===== src/rtl/ijtag_tdr_access_driver_pkg.sv =====
// Shared types for the IJTAG TDR access driver: FSM state encoding and default TDR length.
package ijtag_drv_pkg;

    localparam int TDR_LEN_DEFAULT = 20;

    typedef enum logic [2:0] {
        ST_IDLE,
        ST_CAPTURE,
        ST_SHIFT,
        ST_UPDATE,
        ST_DONE
    } state_e;

endpackage


===== src/rtl/ijtag_tdr_access_driver_if.sv =====
// Parallel request/response port between the test/fuse controller and the TDR access driver.
interface ijtag_tdr_access_driver_if #(
    parameter int TDR_LEN = 20
);
    logic               req_valid;
    logic               req_ready;
    logic [TDR_LEN-1:0] req_wdata;
    logic               req_read_only;
    logic               rsp_valid;
    logic [TDR_LEN-1:0] rsp_rdata;

    modport master (
        output req_valid, req_wdata, req_read_only,
        input  req_ready, rsp_valid, rsp_rdata
    );

    modport slave (
        input  req_valid, req_wdata, req_read_only,
        output req_ready, rsp_valid, rsp_rdata
    );
endinterface


===== src/rtl/ijtag_tdr_access_driver_shifter.sv =====
// TX/RX shift registers and bit counter for one TDR scan pass.
module ijtag_drv_shifter
    import ijtag_drv_pkg::*;
#(
    parameter int TDR_LEN = TDR_LEN_DEFAULT,
    parameter int CNT_W   = $clog2(TDR_LEN + 1)
) (
    input  logic               clk_i,
    input  logic               rst_ni,
    input  logic               load_i,
    input  logic [TDR_LEN-1:0] wdata_i,
    input  logic               shift_i,
    input  logic               so_i,
    output logic               last_o,
    output logic               si_next_o,
    output logic [TDR_LEN-1:0] rx_o
);

    logic [TDR_LEN-1:0] tx_q, tx_d;
    logic [TDR_LEN-1:0] rx_q, rx_d;
    logic [CNT_W-1:0]   cnt_q, cnt_d;

    always_comb begin
        tx_d  = tx_q;
        rx_d  = rx_q;
        cnt_d = cnt_q;
        if (load_i) begin
            tx_d  = wdata_i;
            rx_d  = '0;
            cnt_d = '0;
        end else if (shift_i) begin
            tx_d  = {1'b0, tx_q[TDR_LEN-1:1]};
            rx_d  = {so_i, rx_q[TDR_LEN-1:1]};
            cnt_d = cnt_q + CNT_W'(1);
        end
    end

    always_ff @(posedge clk_i or negedge rst_ni) begin
        if (!rst_ni) begin
            tx_q  <= '0;
            rx_q  <= '0;
            cnt_q <= '0;
        end else begin
            tx_q  <= tx_d;
            rx_q  <= rx_d;
            cnt_q <= cnt_d;
        end
    end

    // Counter reaches TDR_LEN on the edge that closes this shift cycle.
    assign last_o    = (cnt_q == CNT_W'(TDR_LEN - 1));
    // LSB that tx will hold after this edge, so si can be registered.
    assign si_next_o = shift_i ? tx_q[1] : tx_q[0];
    assign rx_o      = rx_q;

endmodule


===== src/rtl/ijtag_tdr_access_driver.sv =====
// IJTAG initiator: runs capture -> shift -> (update) on one TDR segment per parallel request.
module ijtag_tdr_access_driver
    import ijtag_drv_pkg::*;
#(
    parameter int TDR_LEN = TDR_LEN_DEFAULT,
    parameter int CNT_W   = $clog2(TDR_LEN + 1)
) (
    input  logic                    ijtag_tck,
    input  logic                    ijtag_reset,
    ijtag_tdr_access_driver_if.slave bus,
    output logic                    ijtag_sel,
    output logic                    ijtag_ce,
    output logic                    ijtag_se,
    output logic                    ijtag_ue,
    output logic                    ijtag_si,
    input  logic                    ijtag_so
);

    state_e             state_q, state_d;
    logic               ready_q, ready_d;
    logic               ro_q;
    logic               rsp_valid_q;
    logic [TDR_LEN-1:0] rsp_rdata_q;
    logic               sel_q, sel_d;
    logic               ce_q, ce_d;
    logic               se_q, se_d;
    logic               ue_q, ue_d;
    logic               si_q, si_d;

    logic               load;
    logic               shift;
    logic               last;
    logic               si_next;
    logic [TDR_LEN-1:0] rx;

    ijtag_drv_shifter #(
        .TDR_LEN (TDR_LEN),
        .CNT_W   (CNT_W)
    ) u_shifter (
        .clk_i     (ijtag_tck),
        .rst_ni    (ijtag_reset),
        .load_i    (load),
        .wdata_i   (bus.req_wdata),
        .shift_i   (shift),
        .so_i      (ijtag_so),
        .last_o    (last),
        .si_next_o (si_next),
        .rx_o      (rx)
    );

    // Pin values are decoded from the next state so every ijtag_* pin is a flop.
    always_comb begin
        state_d = state_q;
        load    = 1'b0;
        shift   = 1'b0;
        unique case (state_q)
            ST_IDLE: begin
                if (bus.req_valid && ready_q) begin
                    load    = 1'b1;
                    state_d = ST_CAPTURE;
                end
            end
            ST_CAPTURE: state_d = ST_SHIFT;
            ST_SHIFT: begin
                shift = 1'b1;
                if (last) state_d = ro_q ? ST_DONE : ST_UPDATE;
            end
            ST_UPDATE: state_d = ST_DONE;
            ST_DONE:   state_d = ST_IDLE;
            default:   state_d = ST_IDLE;
        endcase

        ce_d    = (state_d == ST_CAPTURE);
        se_d    = (state_d == ST_SHIFT);
        ue_d    = (state_d == ST_UPDATE);
        sel_d   = ce_d || se_d || ue_d;
        si_d    = se_d && si_next;
        ready_d = (state_d == ST_IDLE);
    end

    always_ff @(posedge ijtag_tck or negedge ijtag_reset) begin
        if (!ijtag_reset) begin
            state_q     <= ST_IDLE;
            ready_q     <= 1'b0;
            ro_q        <= 1'b0;
            rsp_valid_q <= 1'b0;
            rsp_rdata_q <= '0;
            sel_q       <= 1'b0;
            ce_q        <= 1'b0;
            se_q        <= 1'b0;
            ue_q        <= 1'b0;
            si_q        <= 1'b0;
        end else begin
            state_q     <= state_d;
            ready_q     <= ready_d;
            if (load) ro_q <= bus.req_read_only;
            rsp_valid_q <= (state_q == ST_DONE);
            if (state_q == ST_DONE) rsp_rdata_q <= rx;
            sel_q       <= sel_d;
            ce_q        <= ce_d;
            se_q        <= se_d;
            ue_q        <= ue_d;
            si_q        <= si_d;
        end
    end

    assign bus.req_ready = ready_q;
    assign bus.rsp_valid = rsp_valid_q;
    assign bus.rsp_rdata = rsp_rdata_q;
    assign ijtag_sel     = sel_q;
    assign ijtag_ce      = ce_q;
    assign ijtag_se      = se_q;
    assign ijtag_ue      = ue_q;
    assign ijtag_si      = si_q;

endmodule


===== src/flat_wrapper.sv =====
// flat-port wrapper written by rule: the top's interface ports become plain ports
module ijtag_tdr_access_driver_flat import ijtag_drv_pkg::*;
#(
    parameter int TDR_LEN = TDR_LEN_DEFAULT,
    parameter int CNT_W   = $clog2(TDR_LEN + 1)
)
  (ijtag_tck, ijtag_reset, ijtag_sel, ijtag_ce, ijtag_se, ijtag_ue, ijtag_si, ijtag_so, bus_req_valid, bus_req_wdata, bus_req_read_only, bus_req_ready, bus_rsp_valid, bus_rsp_rdata);
  ijtag_tdr_access_driver_if #(.TDR_LEN(TDR_LEN)) bus_i ();
  input  logic ijtag_tck;
  input  logic ijtag_reset;
  output logic ijtag_sel;
  output logic ijtag_ce;
  output logic ijtag_se;
  output logic ijtag_ue;
  output logic ijtag_si;
  input  logic ijtag_so;
  input wire logic [$bits(bus_i.req_valid)-1:0] bus_req_valid;
  input wire logic [$bits(bus_i.req_wdata)-1:0] bus_req_wdata;
  input wire logic [$bits(bus_i.req_read_only)-1:0] bus_req_read_only;
  output wire logic [$bits(bus_i.req_ready)-1:0] bus_req_ready;
  output wire logic [$bits(bus_i.rsp_valid)-1:0] bus_rsp_valid;
  output wire logic [$bits(bus_i.rsp_rdata)-1:0] bus_rsp_rdata;
  assign bus_i.req_valid = bus_req_valid;
  assign bus_i.req_wdata = bus_req_wdata;
  assign bus_i.req_read_only = bus_req_read_only;
  assign bus_req_ready = bus_i.req_ready;
  assign bus_rsp_valid = bus_i.rsp_valid;
  assign bus_rsp_rdata = bus_i.rsp_rdata;
  ijtag_tdr_access_driver #(.TDR_LEN(TDR_LEN), .CNT_W(CNT_W)) u_core (.ijtag_tck(ijtag_tck), .ijtag_reset(ijtag_reset), .bus(bus_i), .ijtag_sel(ijtag_sel), .ijtag_ce(ijtag_ce), .ijtag_se(ijtag_se), .ijtag_ue(ijtag_ue), .ijtag_si(ijtag_si), .ijtag_so(ijtag_so));
endmodule

===== config.mk =====
export PLATFORM = sky130hd
export DESIGN_NAME = ijtag_tdr_access_driver_flat
export DESIGN_NICKNAME = d
export VERILOG_FILES = /design/src/rtl/ijtag_tdr_access_driver_pkg.sv /design/src/rtl/ijtag_tdr_access_driver_if.sv /design/src/rtl/ijtag_tdr_access_driver_shifter.sv /design/src/rtl/ijtag_tdr_access_driver.sv /design/src/flat_wrapper.sv
export SDC_FILE = /design/constraint.sdc
export NUM_CORES = 1
export LEC_CHECK = 0
export ABC_CLOCK_PERIOD_IN_PS = 1500
export CAP_MARGIN = 15
export CORE_UTILIZATION = 47
export CTS_CLUSTER_SIZE = 20
export DETAILED_ROUTE_END_ITERATION = 6
export GPL_TIMING_DRIVEN = 0
export HOLD_SLACK_MARGIN = 0.1
export PLACE_DENSITY = 0.78
export SLEW_MARGIN = 15
export SYNTH_ARGS = -nofsm -noshare
export SYNTH_HDL_FRONTEND = slang
export SYNTH_SLANG_ARGS = --single-unit

===== constraint.sdc =====
create_clock -name ijtag_tck -period 1.5 [get_ports ijtag_tck]
set_input_delay 0.45 -clock ijtag_tck [delete_from_list [all_inputs] [get_ports ijtag_tck]]
set_output_delay 0.45 -clock ijtag_tck [all_outputs]
set_load 0.01 [all_outputs]

---- Yosys cells after proc, flatten, opt, wreduce, memory -nomap -nowiden ----
Cells that the tools add are included.
Widths: inputs -> output; s select.
word-level totals
  bits in writable memories ............... 0
  memories kept ........................... 0
  flip-flop bits (word level) ............. 76
  latch bits .............................. 0
  ROM bits ................................ 0
  output and inout bits ................... 27
operators by class
  $lt $le $gt $ge ......................... 0
  reductions and logical operators ........ 7
  shift-type cells ........................ 0
  equality and inequality tests ........... 8
  bitwise gates (word level) .............. 0
  muxes and demuxes ....................... 14
  $add $sub $neg .......................... 1
  multiply operators ...................... 0
  div/mod/pow operators ................... 0
operators with widths
  operator             number
  $mux 20              4
  $eq 3x2->1 const B   4
  $pmux 3 s4           1
  $mux 5               2
  $mux 3               3
  $eq 3x1->1 const B   2
  $logic_not 3->1      2
  $add 5x1->5 const B  1
  $eq 5x5->1 const B   1
  $mux 1               4
  $eq 3x3->1 const B   1
  $logic_and 1x1->1    2
  $logic_or 1x1->1     2
  $reduce_bool 2->1    1

---- Longest topological paths before layout ----
Gate-level depths: netlist of run 1.
  word-level depth ........................ 6
  gate-level depth with buffers ........... 6
  depth with buffers taken out ............ 4

---- Cells and area by module ----
A second synthesis of run 1 with hierarchy kept.
unflattened totals
  cell total of the unflattened synthesis .. 246
  area total of the unflattened synthesis .. 3209.3 sq um
modules (own cells, without submodules)
  module                   sequential area each (sq um)  cells an instance  area an instance (sq um)  times used
  ijtag_drv_shifter        1126.1                        173                1980.6                    1
  ijtag_tdr_access_driver  775.7                         73                 1228.7                    1

---- Least setup slack after synthesis of run 1 ----
No wires, ideal clock.
  path type ............................... register to register
  start ................................... register u_core.state_q[0]
  end ..................................... register u_core.u_shifter.cnt_q[3]
  cell stages (with the launch flop) ...... 7
  slack ................................... -13 ps
  clock period less this slack ............ 1513 ps
  path buffers ............................ 3
  arrival ................................. 1387 ps
  data required time ...................... 1374 ps
  path through ............................ dfrtp_1 > buf_2 > or3b_1 > buf_2 > buf_2 > o21ai_0 > a21oi_1
between the ends
  longest elaborated chain between the ends .. 3
  elaborated cells on any way between the ends .. 6
RTL lines
  what                                                   RTL line                               RTL
  start: declaration                                     ijtag_tdr_access_driver.sv:19          state_e state_q, state_d;
  start signal: assignment                               ijtag_tdr_access_driver.sv:94          state_q <= state_d;
  $eq 3x2->1 or $logic_not 3->1 (tied branches)          ijtag_tdr_access_driver.sv:56          unique case (state_q)
  $mux 1                                                 ijtag_tdr_access_driver.sv:56
  $reduce_bool 2->1 (no line) or $mux 5 (tied branches)  -
  end signal: assignment                                 ijtag_tdr_access_driver_shifter.sv:46  cnt_q <= cnt_d;
  end: declaration                                       ijtag_tdr_access_driver_shifter.sv:21  logic [CNT_W-1:0] cnt_q, cnt_d;
Parallel ways exist; a longest one is shown, timed or not.
A chain may end at the register's enable or synchronous reset.

---- Worst setup path after layout of run 1 ----
  start ................................... register u_core.state_q[0]
  end ..................................... register u_core.rsp_rdata_q[10], in the netlist u_core.bus.rsp_rdata[10]
between the ends
  longest elaborated chain between the ends .. 1
RTL lines
  what                    RTL line                       RTL
  $eq 3x3->1              ijtag_tdr_access_driver.sv:98  if (state_q == ST_DONE) rsp_rdata_q <= rx;
  end signal: assignment  ijtag_tdr_access_driver.sv:98
  end: declaration        ijtag_tdr_access_driver.sv:23  logic [TDR_LEN-1:0] rsp_rdata_q;
No other way between the ends.

==> results.md, run 1 <==
- Critical path launch point type: register
- Non-filler cells, final: 453
- Post-route ant nets: 0
- Largest net degree at the start of global routing: 57
- Finished Core Util: 75.8%
- Worst-path clk slew: 0.08 ns
- Worst-case clock buffer depth: 2
- Synthesis Warnings: 0
- Syn_nets: 301
- WP data required: 1.74 ns
- Max Freq: 582 MHz
- Status: finished, violations left
- Multi-input logic area: approximately 1500 um^2
- Detailed-placement wirelength estimate: about 4.1 mm
- Synth area leaders: dfrtp_1, mux2_2, mux2i_1
- Ys async rst share: 100%
- Syn avg cell area: 11.5 um^2
- Crit-path max FO: 6
- CP arrival: 1.96 ns
- Pre-CTS WS: -0.512 ns
- CORE AREA: approximately 6400 um^2
- Final Max Tran Viols: 0
- Port Buffers: 51
- Routed len/inst: 21.0 um
- Total Power: 10.5 mW
- Fin. Hold Viols: 0
- Layout fillers: 354
- TritonCTS clock tree: done
- Die footprint: approximately 7000 um^2
- Antenna diodes: 0
- Hold_ws: 0.507 ns
- CTS sink cnt: 76
- Final Cell Area: 4870 um^2
- Dpl cells: 404
- Dominant synthesized flop cell: dfrtp_1
- Area leader, netlist: dfrtp_1
- Busiest grt layer: met2
- Gr usage total: 23.4%
- DRC errors left: 6
- Number of H-tree levels: 3
- Mapped Area: ~3200 um^2
- Final Setup Violations: 72
- Period minus WS final: approximately 1.7 ns
- Routability congestion estimate: 0.739
- Vias: between 2,000 and 3,000
- Max Cap Violations: 0
- Slew HR: 72.3%
- GR Util met1: 30.0%
- Met2 Track Usage GR: 37.8%
- #FFs+latches synth: 76
- Final #Nets: ~400
- Root Driver: clkbuf_8
- EDFF count, synth: 0
- Site Rows: 29
- Post-Syn Instances: 275
- Initial Util: around 49%
- Die height: approximately 84 um
- Share of the synthesized area in the top cell type: between 60% and 70%
- Maximum VDD drop: roughly 1.1 mV
- Clk_skew: 0.0107 ns
- Cts bufs inserted: 9
- Sequential Area: 1910 um^2
- PwrDens: 2150 nW/um^2
- RSZ-0062 raised after global routing: true
- Kind of end point of the critical path: register
- Placement Cell Area: 3800 um^2
- First-pass GRT wire length: 12.7 mm
- DR iter-0 viols: between 150 and 200
- Vias per cell: 5.82
- Tightest Pin Transition: 0.414 ns
- Fin Setup TNS: -9.56 ns
- Final wirelength: around 9.5 mm
- Met3 Usage GRT: 4.85%
- P&R area growth vs syn: 54.3%
- Min-delay worst type: register to register
- IO Pins: 52
- Failing checks: DRC, setup timing
- Share of post-route cells with drive strength above 1: 40.2%
- CP Class: register to register
- Number of global-route vias before repair: 2,572
- Clk_lat worst skew: 0.36 ns
- Post-synthesis sequential area ratio: 60.3%
- Initial antenna violation count: 0
- DRT Pass-1 Iters: 7
- Total grt overflow: 0
- Worst setup slack after layout: -0.218 ns
- Final period util: 115%
- Overall die width: 83.9 um
- Synth unique cells: 33
- Top cells by count, synth: dfrtp_1, nand2_1, a21oi_1, mux2_2, o21ai_0
- Count leader, synth: dfrtp_1
- Leakage: 2.31 nW
==> power breakdown <==
group | leakage [nW] | switching [mW] | total, mW | internal (mW)
Clock | 0.0983 | 0.745 | 1.58 | 0.840
Sequential | 1.00 | 0.635 | 3.48 | 2.85
Combinational | 1.20 | 2.45 | 5.41 | 2.95
Total | 2.31 | 3.83 | 10.5 | 6.64
==> cell type report <==
type / instances / area share, %
clock buffer: 12 / 3.19
clock inverter: 2 / 0.720
buffer: 18 / 4.99
inverter: 3 / 0.231
tap: 77 / 1.98
multi-input combinational: 176 / 30.7
timing repair buffer: 89 / 19.1
sequential: 76 / 39.1
==> per-layer routing <==
metal | wire length (um) | share of wire (%)
met5 | 0 | 0
met4 | 404 | 4.3
met3 | 478 | 5.0
met2 | 4680 | 49
met1 | 3940 | 41
==> final timing paths <==
| check | depth (start not counted) | slack [ns] | start | to |
|---|---|---|---|---|
| max in group asynchronous | 3 | 0.40 | ijtag_reset | u_core.u_shifter.cnt_q[2] |
| max reg2reg | 6 | -0.22 | u_core.state_q[0] | u_core.bus.rsp_rdata[10] |
| min reg2reg | 1 | 0.51 | u_core.bus.rsp_rdata[15] | u_core.bus.rsp_rdata[15] |
| max | 6 | -0.22 | u_core.state_q[0] | u_core.bus.rsp_rdata[10] |
| min in group asynchronous | 2 | 0.53 | ijtag_reset | u_core.u_shifter.tx_q[9] |
| min | 1 | 0.51 | u_core.bus.rsp_rdata[15] | u_core.bus.rsp_rdata[15] |
==> flip-flops by register name (all words and copies together) (netlist names) <==
name and cells:
u_core.bus.rsp_valid 1, u_core.ijtag_ue 1, u_core.u_shifter.tx_q 20, u_core.bus.rsp_rdata 20, u_core.ijtag_sel 1, u_core.ijtag_si 1, u_core.u_shifter.rx_o 20, u_core.ijtag_ce 1
u_core.u_shifter.cnt_q 5, u_core.bus.req_ready 1, u_core.ro_q 1, u_core.ijtag_se 1, u_core.state_q 3
==> layout by cell type (no fill, tap or decap), drive strengths merged, types with 2 or more instances in the layout <==
cell and instances:
dfrtp 76, clkdlybuf4s50 23, xnor2 3, nand2 44, inv 3, nor2 2, or3 2, nor3b 3
nand3 19, or3b 2, a21oi 23, nor4 2, dlygate4sd2 23, clkbuf 21, nor4b 2, mux2 21
mux2i 19, clkdlybuf4s15 4, buf 47, and2 2, o21ai 21
==> cell families after synthesis <==
logic type      count (synthesis)  share of synthesized area [%]
compound gates                 47                           7.85
xor+xnor                        3                          0.833
fa+ha+maj                       1                          0.396
buf+inv                        24                           3.69
flops                          76                           60.3
mux                            40                           13.5
simple gates                   84                           13.4
==> worst max-delay path, stage by stage (launching register included) <==
cell	delay (ns)
dfrtp_1	0.37
buf_6	0.13
buf_4	0.14
nor3b_4	0.33
buf_4	0.20
buf_8	0.12
mux2_4	0.30
==> what timing repair did <==
item | in CTS | in global routing
cloned | 5 | 8
pin swaps | 28 | 10
endpoints found under the hold margin | 20 | 0
endpoints found under the setup margin | 98 | 76
hold buffers | 1 | 0
resized for setup | 120 | 79
buffers inserted | 13 | 11
Note: power is estimated with default switching activity, not from simulation.
==> run 2: changes to the inputs <==
Settings changed: CTS_BUF_LIST set to sky130_fd_sc_hd__clkbuf_8 sky130_fd_sc_hd__clkbuf_16, PLACE_DENSITY 0.78 to 0.79.
==> results.md, run 2 (synthesis results as in run 1) <==
- Initial antenna violation count: 0 (unchanged)
- Max Cap Violations: 0 (unchanged)
- Most frequent cells in the layout: dfrtp_1, nand2_1, buf_4
- Vias per cell: 5.53 (-4.9%)
- WP data required: 1.73 ns (about the same)
- Port Buffers: 51 (unchanged)
- CTS sink cnt: 76 (unchanged)
- Non-filler cells, final: 452 (-0.22%)
- Period minus WS final: 1.64 ns (-0.0778 ns)
- First-pass GRT wire length: 12.9 mm (+1.5%)
- Slew HR: 70.6% (-1.7 points)
- PwrDens: 2100 nW/um^2 (-2.4%)
- Total grt overflow: 0 (unchanged)
- IO Pins: 52 (unchanged)
- Layout fillers: 393 (+11%)
- Total Power: 9.90 mW (-5.4%)
- Routability congestion estimate: 0.750 (+1.6%)
- Share of post-route cells with drive strength above 1: 35.5% (-4.7 points)
- Number of H-tree levels: 3 (unchanged)
- CORE AREA: 6420 um^2 (unchanged)
- Site Rows: 29 (unchanged)
- Worst-case clock buffer depth: 2 (unchanged)
- Crit-path max FO: 6 (unchanged)
- Final #Nets: 396 (-0.75%)
- Finished Core Util: 73.5% (-2.3 points)
- Status: finished, violations left
- Overall die width: 83.9 um (unchanged)
- Max Freq: 610 MHz (+4.7%)
- P&R area growth vs syn: 49.6%
- Min-delay worst type: register to register
- Antenna diodes: 0 (unchanged)
- Final wirelength: 7.95 mm (-16%)
- Cts bufs inserted: 9 (unchanged)
- DR iter-0 viols: 190 (+2.2%)
- CP Class: register to register
- Maximum VDD drop: 1.11 mV (-2.1%)
- CP arrival: 1.87 ns (-0.09 ns)
- TritonCTS clock tree: done
- Dpl cells: 404 (unchanged)
- Worst-path clk slew: 0.09 ns (about the same)
- Tightest Pin Transition: 0.442 ns (+0.0276 ns)
- DRT Pass-1 Iters: 6 (-1)
- Kind of end point of the critical path: register
- Final period util: 109% (-5.2 points)
- Root Driver: clkbuf_8
- Commonest non-fill, non-tap cell in the layout: dfrtp_1
- Hold_ws: 0.511 ns (+0.00378 ns)
- RSZ-0062 raised after global routing: true
- Leakage: 2.22 nW (-3.7%)
- Fin. Hold Viols: 0 (unchanged)
- Worst setup slack after layout: -0.140 ns (+0.0778 ns)
- Number of global-route vias before repair: 2,617 (+1.7%)
- DRC errors left: 6 (unchanged)
- Largest net degree at the start of global routing: 57 (unchanged)
- Post-route ant nets: 0 (unchanged)
- Failing checks: DRC, setup timing
- Vias: 2,501 (-5.1%)
- Routed len/inst: 17.6 um (-16%)
- Clk_skew: 0.00968 ns (-0.000998 ns)
- Die height: 83.9 um (unchanged)
- Clk_lat worst skew: 0.35 ns (about the same)
- Gr usage total: 23.3% (-0.11 points)
- Detailed-placement wirelength estimate: 4.08 mm (+0.27%)
- Critical path launch point type: register
- Final Setup Violations: 65 (-9.7%)
- Initial Util: 49.1% (unchanged)
- Final Max Tran Viols: 0 (unchanged)
- Die footprint: 7050 um^2 (unchanged)
-- run 2: changes by cell type in the layout (fill, tap and decap cells not counted), moves of 3 or more --
cell	change
a21oi_1	+10
clkbuf_16	-3
dlygate4sd2_1	-4
nand2_4	-5
o21ai_2	-4
mux2_2	+5
o21ai_1	+5
nand2_2	+6
buf_6	-3
mux2_4	-5
clkdlybuf4s15_1	+4
a21oi_2	-10
-- run 2: cell type report --
cell class / instances / area (um^2) / share of cell area (%)
multi-input cells: 175 / 1380 / 29.2
repair buffers: 84 / 852 / 18.1
flip-flops and latches: 76 / 1900 / 40.3
clock inverters: 7 / 92.6 / 1.96
clock buffers: 9 / 124 / 2.62
well taps: 77 / 96.3 / 2.04
inverters: 3 / 11.3 / 0.239
plain buffers: 21 / 259 / 5.49
-- run 2: through the flow --
step,TNS [ns],cell area (um^2),setup WS [ns]
detailed placement,-16.24,3800,-0.459
CTS,-2.30,4450,-0.106
finish,-4.21,4720,-0.140
global route,-7.54,4720,-0.173
floorplan,0,3170,0.00403
global placement,-209.19,3780,-2.55
-- run 2: worst paths after layout --
| check | end | slack, ns | start | depth (start not counted) |
|---|---|---|---|---|
| worst max-delay path | u_core.ijtag_sel | -0.14 | u_core.u_shifter.cnt_q[1] | 5 |
| worst max register to register | u_core.ijtag_sel | -0.14 | u_core.u_shifter.cnt_q[1] | 5 |
| worst min-delay path | u_core.bus.rsp_rdata[16] | 0.51 | u_core.bus.rsp_rdata[16] | 1 |
| min in group asynchronous | u_core.u_shifter.tx_q[9] | 0.52 | ijtag_reset | 2 |
| max in group asynchronous | u_core.u_shifter.cnt_q[2] | 0.41 | ijtag_reset | 3 |
| worst min register to register | u_core.bus.rsp_rdata[16] | 0.51 | u_core.bus.rsp_rdata[16] | 1 |
-- run 2: metal layers --
layer	wire (um)	global-route usage (%)	vias up	part of all wire, %
met5	0	0	-	0
met4	195	11.8	0	2.5
met3	310	2.97	19	3.9
met2	3970	38.7	83	50
met1	3480	30.2	1254	44
li1	-	-	1145	-
-- run 2: what timing repair did --
action	4_1_cts	5_1_grt
gates resized for setup	113	50
endpoints found under the hold margin	20	0
setup buffers	16	10
pin swaps	31	5
setup endpoints to repair	98	83
hold buffers	1	0
cloned	4	1
-- run 2: power by group --
group / leakage [nW] / internal, mW / switching, mW / total [mW]
clock network: 0.107 / 0.931 / 0.783 / 1.71
logic: 1.11 / 2.68 / 2.13 / 4.81
registers: 1.00 / 2.84 / 0.542 / 3.39
-- run 2: worst max-delay path: stages, from the launching register on --
cell      delay, ns
dfrtp_1        0.42
ha_2           0.21
and4bb_2       0.24
nor4b_4        0.13
buf_4          0.17
or3_1          0.35
==> run 3: changes to the inputs <==
Settings changed: CORE_ASPECT_RATIO set to 0.6.
==> results.md, run 3 (synthesis results as in run 1) <==
- Placement Cell Area: 3810 um^2 (+0.23%)
- Worst-path clk slew: 0.09 ns (about the same)
- WP data required: 1.73 ns (about the same)
- Initial Util: 50.1% (+0.93 points)
- Ordered list of cells on the worst path: buf_4, and4bb_2, nor4b_4, buf_4, or3_1
- Finished Core Util: 77.0% (+3.5 points)
- Failing checks: setup timing
- CP Class: register to register
- Slew HR: 75.0% (+4.4 points)
- CP bufs+invs: 2 (+1)
- Worst setup slack after layout: -0.189 ns (-0.0489 ns)
- CORE AREA: 6300 um^2 (-1.9%)
- First-pass GRT wire length: 12.3 mm (-4.5%)
- Number of H-tree levels: 3 (unchanged)
- CP dominant cell by count: buf_4
- Final #Nets: 403 (+1.8%)
- Leakage: 2.28 nW (+2.5%)
- Cts bufs inserted: 9 (unchanged)
- Vias per cell: 5.47 (-1.1%)
- Port Buffers: 51 (unchanged)
- Initial antenna violation count: 0 (unchanged)
- Min-delay worst type: primary input to async pin
- Overall die width: 108 um (+28%)
- Total grt overflow: 0 (unchanged)
- Largest stage delay, worst path: 0.44 ns (+0.02 ns)
- Final Cell Area: 4850 um^2 (+2.8%)
- CP arrival: 1.92 ns (+0.05 ns)
- Root Driver: clkbuf_8
- Commonest non-fill, non-tap cell in the layout: dfrtp_1
- Die footprint: 7060 um^2 (+0.15%)
- Status: finished, violations left
- Vias: 2,549 (+1.9%)
- Die height: 65.5 um (-22%)
- Largest net degree at the start of global routing: 61 (+7.0%)
- Fin. Hold Viols: 0 (unchanged)
- Share of post-route cells with drive strength above 1: 39.8% (+4.3 points)
- Number of global-route vias before repair: 2,481 (-5.2%)
- PwrDens: 2130 nW/um^2 (+1.6%)
- Fin Setup TNS: -5.03 ns (-0.819 ns)
- Clk_lat worst skew: 0.37 ns (+0.02 ns)
- TritonCTS clock tree: done
- DR iter-0 viols: 130 (-32%)
- IO Pins: 52 (unchanged)
- Kind of end point of the critical path: register
- Antenna diodes: 0 (unchanged)
- Post-route ant nets: 0 (unchanged)
- Clk_skew: 0.0190 ns (+0.00927 ns)
- Critical path launch point type: register
- Final Setup Violations: 60 (-7.7%)
- CTS sink cnt: 76 (unchanged)
- Hold_ws: 0.499 ns (-0.0125 ns)
- Routability congestion estimate: 0.806 (+7.4%)
- Crit-path max FO: 6 (unchanged)
- CP top delay family: simple AND/OR/NAND/NOR gates
- Worst-case clock buffer depth: 2 (unchanged)
- Final wirelength: 9.17 mm (+15%)
- Period minus WS final: 1.69 ns (+0.0489 ns)
- DRC errors left: 0 (-6)
- Tightest Pin Transition: 0.371 ns (-0.0703 ns)
- Routed len/inst: 19.7 um (+12%)
- Most frequent cells in the layout: dfrtp_1, buf_4, nand2_1
- P&R area growth vs syn: 53.7%
- Maximum VDD drop: 1.13 mV (+1.9%)
- Final period util: 113% (+3.3 points)
- CP max stage cell: dfrtp_2
- Pre-CTS WS: -0.456 ns (+0.00340 ns)
- Max Cap Violations: 0 (unchanged)
- Detailed-placement wirelength estimate: 4.23 mm (+3.6%)
- Gr usage total: 23.7% (+0.40 points)
- DRT Pass-1 Iters: 5 (-1)
- Max Freq: 592 MHz (-2.9%)
- Site Rows: 22 (-24%)
- Final Max Tran Viols: 0 (unchanged)
- RSZ-0062 raised after global routing: true
## run 3: final timing paths
check | startpoint | end | slack, ns | cells after the start
max in group asynchronous | ijtag_reset | u_core.bus.rsp_valid | 0.43 | 3
max reg2reg | u_core.state_q[2] | u_core.ijtag_sel | -0.19 | 5
min reg2reg | u_core.bus.rsp_rdata[16] | u_core.bus.rsp_rdata[16] | 0.51 | 1
min in group ijtag_tck | u_core.bus.rsp_rdata[16] | u_core.bus.rsp_rdata[16] | 0.51 | 1
max | u_core.state_q[2] | u_core.ijtag_sel | -0.19 | 5
min | ijtag_reset | u_core.bus.rsp_rdata[7] | 0.50 | 2
## run 3: routing by layer
layer,vias up,share of wire [%],track usage (%)
li1,1155,-,-
met1,1270,44,30.5
met2,96,47,38.0
met3,28,6.2,7.84
met4,0,3.1,8.05
met5,-,0,0
## run 3: report_power, final
| part | internal, mW | switching [mW] |
|---|---|---|
| Combinational | 2.91 | 2.39 |
| Clock | 0.848 | 0.756 |
| Sequential | 2.84 | 0.595 |
| Total | 6.60 | 3.75 |
## run 3: per-stage QoR
stage                     instances  total power, mW
after floorplan                 275             5.24
after global placement          410             6.32
after detailed placement        411             6.44
after CTS                       445             8.84
after global routing            466             10.8
final                           466             10.3
## run 3: area by class of cell
cell class / count / area, um^2
fill: 371 / 1450
sequential: 76 / 1900
timing repair buffer: 93 / 935
inverter: 3 / 11.3
tap: 84 / 105
clock buffer: 11 / 151
multi-input combinational: 176 / 1470
clock inverter: 5 / 51.3
buffer: 18 / 225
## run 3: repair_timing
action	in CTS	in global routing
pin swaps	17	15
hold endpoints to repair	16	0
resized for setup	101	96
buffers inserted	13	21
endpoints found under the setup margin	98	82
cloned	4	4
hold buffers	1	0
